## config.mk

```make
export PLATFORM = sky130hd
export DESIGN_NAME = vga_timing_gen
export DESIGN_NICKNAME = d
export VERILOG_FILES = /design/src/rtl/vga_timing_gen.sv
export SDC_FILE = /design/constraint.sdc
export NUM_CORES = 1
export LEC_CHECK = 0
export CAP_MARGIN = 20
export CORE_MARGIN = 2
export CORE_UTILIZATION = 52
export CTS_CLUSTER_SIZE = 28
export DETAILED_ROUTE_END_ITERATION = 16
export DONT_BUFFER_PORTS = 1
export PLACE_DENSITY = 0.66
export SLEW_MARGIN = 15
export SYNTH_ARGS = -nofsm -noshare
export SYNTH_HDL_FRONTEND = slang
export SYNTH_SLANG_ARGS = --single-unit
```

## constraint.sdc

```tcl
create_clock -name clk -period 3.3 [get_ports clk]
set_clock_uncertainty 0.1 [all_clocks]
set_input_delay 0.825 -clock clk [delete_from_list [all_inputs] [get_ports clk]]
set_output_delay 0.825 -clock clk [all_outputs]
set_load 0.03 [all_outputs]
```

## src/rtl/vga_timing_gen.sv

```systemverilog
// VGA raster timing: pixel strobe from clk/CLK_DIV, h/v counters, valid and active-low syncs; all outputs registered, 0-cycle counter-to-pixel latency.
// Free-running, no backpressure. Optional frame counter under VGA_FRAME_CNT_EN.
module vga_timing_gen #(
  parameter int H_ACTIVE = 640,
  parameter int H_FP     = 16,
  parameter int H_SYNC   = 96,
  parameter int H_BP     = 48,
  parameter int V_ACTIVE = 480,
  parameter int V_FP     = 10,
  parameter int V_SYNC   = 2,
  parameter int V_BP     = 33,
  parameter int CLK_DIV  = 4
) (
  input  logic       clk,
  input  logic       rst_n,
  output logic       pclk_en,
  output logic [9:0] h_cnt,
  output logic [9:0] v_cnt,
  output logic       valid,
  output logic       hsync,
  output logic       vsync,
  output logic       line_start,
  output logic       frame_start,
  output logic [7:0] frame_cnt
);

  localparam int H_TOTAL = H_ACTIVE + H_FP + H_SYNC + H_BP;
  localparam int V_TOTAL = V_ACTIVE + V_FP + V_SYNC + V_BP;
  localparam int DIV_W   = $clog2(CLK_DIV);

  localparam logic [9:0]       H_LAST   = 10'(H_TOTAL - 1);
  localparam logic [9:0]       V_LAST   = 10'(V_TOTAL - 1);
  localparam logic [9:0]       H_ACT    = 10'(H_ACTIVE);
  localparam logic [9:0]       V_ACT    = 10'(V_ACTIVE);
  localparam logic [9:0]       HS_FIRST = 10'(H_ACTIVE + H_FP);
  localparam logic [9:0]       HS_LAST  = 10'(H_ACTIVE + H_FP + H_SYNC - 1);
  localparam logic [9:0]       VS_FIRST = 10'(V_ACTIVE + V_FP);
  localparam logic [9:0]       VS_LAST  = 10'(V_ACTIVE + V_FP + V_SYNC - 1);
  localparam logic [DIV_W-1:0] DIV_LAST = DIV_W'(CLK_DIV - 1);

  logic [DIV_W-1:0] div;
  logic             tick;
  logic [9:0]       h_nxt;
  logic [9:0]       v_nxt;
  logic             frame_wrap;

  assign tick = (div == DIV_LAST);

  always_ff @(posedge clk or negedge rst_n) begin
    if (!rst_n) begin
      div <= '0;
    end else if (tick) begin
      div <= '0;
    end else begin
      div <= div + DIV_W'(1);
    end
  end

  // Next coordinates; every registered flag is decoded from these so it lines up with the counters.
  always_comb begin
    h_nxt = h_cnt + 10'd1;
    v_nxt = v_cnt;
    if (h_cnt == H_LAST) begin
      h_nxt = '0;
      v_nxt = (v_cnt == V_LAST) ? '0 : v_cnt + 10'd1;
    end
  end

  assign frame_wrap = (h_nxt == 10'd0) && (v_nxt == 10'd0);

  always_ff @(posedge clk or negedge rst_n) begin
    if (!rst_n) begin
      h_cnt       <= H_LAST;
      v_cnt       <= V_LAST;
      pclk_en     <= 1'b0;
      valid       <= 1'b0;
      hsync       <= 1'b1;
      vsync       <= 1'b1;
      line_start  <= 1'b0;
      frame_start <= 1'b0;
    end else if (tick) begin
      h_cnt       <= h_nxt;
      v_cnt       <= v_nxt;
      pclk_en     <= 1'b1;
      valid       <= (h_nxt < H_ACT) && (v_nxt < V_ACT);
      hsync       <= !((h_nxt >= HS_FIRST) && (h_nxt <= HS_LAST));
      vsync       <= !((v_nxt >= VS_FIRST) && (v_nxt <= VS_LAST));
      line_start  <= (h_nxt == 10'd0);
      frame_start <= frame_wrap;
    end else begin
      pclk_en     <= 1'b0;
      line_start  <= 1'b0;
      frame_start <= 1'b0;
    end
  end

`ifdef VGA_FRAME_CNT_EN
  // Counts on the same edge frame_start rises, so it reads 1 throughout the first frame.
  always_ff @(posedge clk or negedge rst_n) begin
    if (!rst_n) begin
      frame_cnt <= 8'd0;
    end else if (tick && frame_wrap) begin
      frame_cnt <= frame_cnt + 8'd1;
    end
  end
`else
  assign frame_cnt = 8'd0;
`endif

endmodule

```

==> flow_metrics.env <==
export IMPL_post_route_cells_drive_above_1_share=0.144
export IMPL_sequential_fraction_of_the_synthesis_area=0.379
export IMPL_drt_pre_antenna_iters=4
export IMPL_hpwl_um=2890
export IMPL_pwr_dens_mw_per_mm2=275
export IMPL_postSynth_asyncResetShare=1.00
export IMPL_globalRouteTotalUtil=0.204
export IMPL_weighted_congestion_at_the_end_of_routability_driven_global_placement=0.876
export IMPL_dpl_cell_area_mm2=0.00187
export IMPL_max_clock_freq_mhz=331
export IMPL_worst_path_most_repeated_cell="nand4_1"
export IMPL_worstRegToRegCells=7
export IMPL_cts_hold_buffers_added=0
export IMPL_first_global_vias=1368
export IMPL_rr_endpoint="vsync$_DFFE_PN1P_"
export IMPL_timing_critical_path_arrival_ns=3.17
export IMPL_design_final_nets=211
export IMPL_min_delay_path_class="primary input to asynchronous set/reset pin"
export IMPL_total_routed_wirelength_um=3950
export IMPL_slew_headroom=0.595
export IMPL_die_x_um=64.3
export IMPL_crit_path_start_kind="flip-flop"
export IMPL_share_of_the_clock_period_used_by_the_worst_path=0.916
export IMPL_number_of_drc_violations_after_detailed_routing_iteration_0=90
export IMPL_h_tree_levels=1
export IMPL_number_of_buffers_created_by_cts=3
export IMPL_seq_power_share=0.654
export IMPL_die_height_um=64.3
export IMPL_power_ir_vdd_worst_mv=0.154
export IMPL_critical_path_reg2reg_startpoint="h_cnt[1]$_DFFE_PN1P_"
export IMPL_synth_most_common_cell="nand2_1"
export IMPL_power_frac_clock=0.323
export IMPL_cts_resized=0
export IMPL_floorplan_initialDensity=0.553
export IMPL_hold_viol_final=0
export IMPL_design_area_mm2=0.00191
export IMPL_netlist_top_cells_count="nand2_1 (19), nor2_1 (17), dfrtp_1 (16), dfstp_2 (12)"
export IMPL_crit_required_ns=3.45
export IMPL_internal_power_mw=0.412
export IMPL_unrepaired_setup_endpoints_after_global_routing="false"
export IMPL_worstPathCellList="ha_1 -> nand4_1 -> nor3_4 -> nand4_1 -> xor2_1 -> nor4_2 -> a41oi_1"
export IMPL_critPathMaxStageDelay_ns=0.71
export IMPL_dominantRegCellSynth="dfrtp_1"
export IMPL_die_area_mm2=0.00413
export IMPL_post_cts_setup_buffers=0
export IMPL_post_route_util=0.559
export IMPL_max_slew_worst_pin_slew_ns=0.606
export IMPL_synth_register_bits=28
export IMPL_run_status="finished, final reports clean"
export IMPL_grt_pass1_wl_um=6720
export IMPL_globalRoute_totalOverflow=0
export IMPL_pin_count_of_the_biggest_net_entering_global_routing=29
export IMPL_synth_edff_count=0
export IMPL_synthDominantAreaCellType="dfrtp_1"
export IMPL_finalSetupViolations=0
export IMPL_yosys_warnings=0
export IMPL_route_antenna_remaining_nets=0
export IMPL_nFillCells=318
export IMPL_share_of_total_power_consumed_by_net_switching=0.217
export IMPL_timing_final_crit_period_ns=3.02
export IMPL_timing_worst_setup_path_type="flip-flop to flip-flop"
export IMPL_cts_clk_slew_worst_paths_ns=0.15
export IMPL_core_area_mm2=0.00342
export IMPL_power_leakage_nw=0.758
export IMPL_cts_tree="done"
export IMPL_floorplan_rows=21
export IMPL_clk_latency_ns=0.34
export IMPL_number_of_max_cap_violations=0
export IMPL_cp_slowest_cell="dfstp_2"
export IMPL_port_buf_inserts=0
export IMPL_mappedNetlistArea_mm2=0.00189
export IMPL_cts_buffer_depth=2
export IMPL_cts_sinks=28
export IMPL_finalSetupTns_ns=0
export IMPL_timing_critical_path_max_delay_family="simple AND/OR/NAND/NOR gates"
export IMPL_multiInputGateArea_mm2=0.00105
export IMPL_critical_path_peak_fanout=15
export IMPL_wire_per_inst_um=15.9
export IMPL_power_switching_mw=0.114
export IMPL_sequential_cell_area_um2=716
export IMPL_ioPinCount=36
export IMPL_area_growth_syn_to_layout_pct=1.19
export IMPL_antenna_cells_inserted=0
export IMPL_viasPerCell=5.99
export IMPL_post_synthesis_cells=207
export IMPL_grt_antenna_before_repair=0
export IMPL_synth_largest_type_area_fraction=0.212
export IMPL_buffers_and_inverters_on_the_worst_path=0
export IMPL_yosys_top_cells_area="dfrtp_1 (21%), dfstp_2 (17%), xnor2_1 (4.6%)"
export IMPL_yosys_cell_types_count=53
export IMPL_routed_via_count=1485
export IMPL_ff2ff_setup_slack_ns=0.28
export IMPL_power_share_combinational=0.023
export IMPL_drt_drc_violations_left=0
export IMPL_dp_cells=244
export IMPL_clk_root_buffer_cell="clkbuf_4"
export IMPL_maxSlewViolCount=0
export IMPL_setup_worst_path_end_class="flip-flop"
export IMPL_post_synthesis_average_cell_area_um2=9.12
export IMPL_final_instance_count_excl_fill=248
logic make-up (layout without fill, tap and decap cells):
kind of cell               Yosys count  in the layout  synth area share
AOI/OAI and AO/OA                   40             40             0.137
buffers and inverters               25             13            0.0775
adders and majority gates            6              6            0.0398
and+or+nand+nor                     84             84             0.254
xor gates and xnor gates            19             19            0.0881
muxes                                4              4            0.0232
other                                1              8           0.00199
DFF                                 28             28             0.379
per-layer routing:
layer  part of all wire  vias to the layer above  track usage  wire length [um]
met1               0.46                      693        0.302              1830
met3              0.079                        7       0.0405               312
li1                   -                      712            -                 -
met5                  0                        -            0                 0
met2               0.44                       73        0.301              1750
met4              0.013                        0       0.0612                53
through the flow:
step	worst slack, ns	hold WS (ns)	power, mW
floorplan	0.748	0.303	0.369
global placement	0.483	0.316	0.362
detailed placement	0.363	0.325	0.362
CTS	0.320	0.0503	0.531
global route	0.113	0.0293	0.544
finish	0.279	0.0538	0.526
layout make-up:
type,count,share of cell area
Inverter,5,0.00982
Timing Repair Buffer,4,0.0157
Sequential cell,28,0.375
Multi-Input combinational cell,161,0.551
Clock buffer,4,0.0190
Tap cell,46,0.0301
power by group through the flow:
stage / sequential [mW] / combinational, mW / clock (mW)
floorplan: 0.350 / 0.0191 / 0
global placement: 0.350 / 0.0118 / 0
detailed placement: 0.350 / 0.0118 / 0
CTS: 0.344 / 0.0118 / 0.175
global route: 0.344 / 0.0125 / 0.187
finish: 0.344 / 0.0120 / 0.170
registers in the layout, summed over array words and instances, names as in the netlist:
| name | cells |
|---|---|
| pclk_en | 1 |
| v_cnt | 10 |
| hsync | 1 |
| vsync | 1 |
| valid | 1 |
| line_start | 1 |
| div | 2 |
| h_cnt | 10 |
| frame_start | 1 |
placed cells by master, fill, tap and decap left out, drive strengths merged, types with 2 or more instances in the layout:
master / count
o41ai: 2
nand4: 4
nor2b: 3
inv: 5
and4: 5
ha: 6
clkbuf: 4
o21ai: 17
a21o: 2
dfrtp: 16
and2: 3
xnor2: 10
a31oi: 2
nor2: 18
mux2: 3
a41oi: 2
xor2: 9
buf: 4
dfstp: 12
a21oi: 3
a22oi: 2
nand2: 19
nand3: 11
or3: 2
nand2b: 3
or2: 2
and3: 4
nor3: 2
o31ai: 2
conb: 8
nor4: 3
how the worst max path moves through the flow:
stage | depth (start not counted) | startpoint | slack (ns) | end
3_3_place_gp | 7 | h_cnt[1]$_DFFE_PN1P_ | 0.48 | vsync$_DFFE_PN1P_
3_5_place_dp | 7 | h_cnt[1]$_DFFE_PN1P_ | 0.36 | vsync$_DFFE_PN1P_
5_1_grt | 7 | h_cnt[1]$_DFFE_PN1P_ | 0.11 | vsync$_DFFE_PN1P_
4_1_cts | 7 | h_cnt[1]$_DFFE_PN1P_ | 0.32 | vsync$_DFFE_PN1P_
6_report | 7 | h_cnt[1]$_DFFE_PN1P_ | 0.28 | vsync$_DFFE_PN1P_
2_1_floorplan | 8 | h_cnt[1]$_DFFE_PN1P_ | 0.75 | vsync$_DFFE_PN1P_
(Power assumes the default switching activity.)
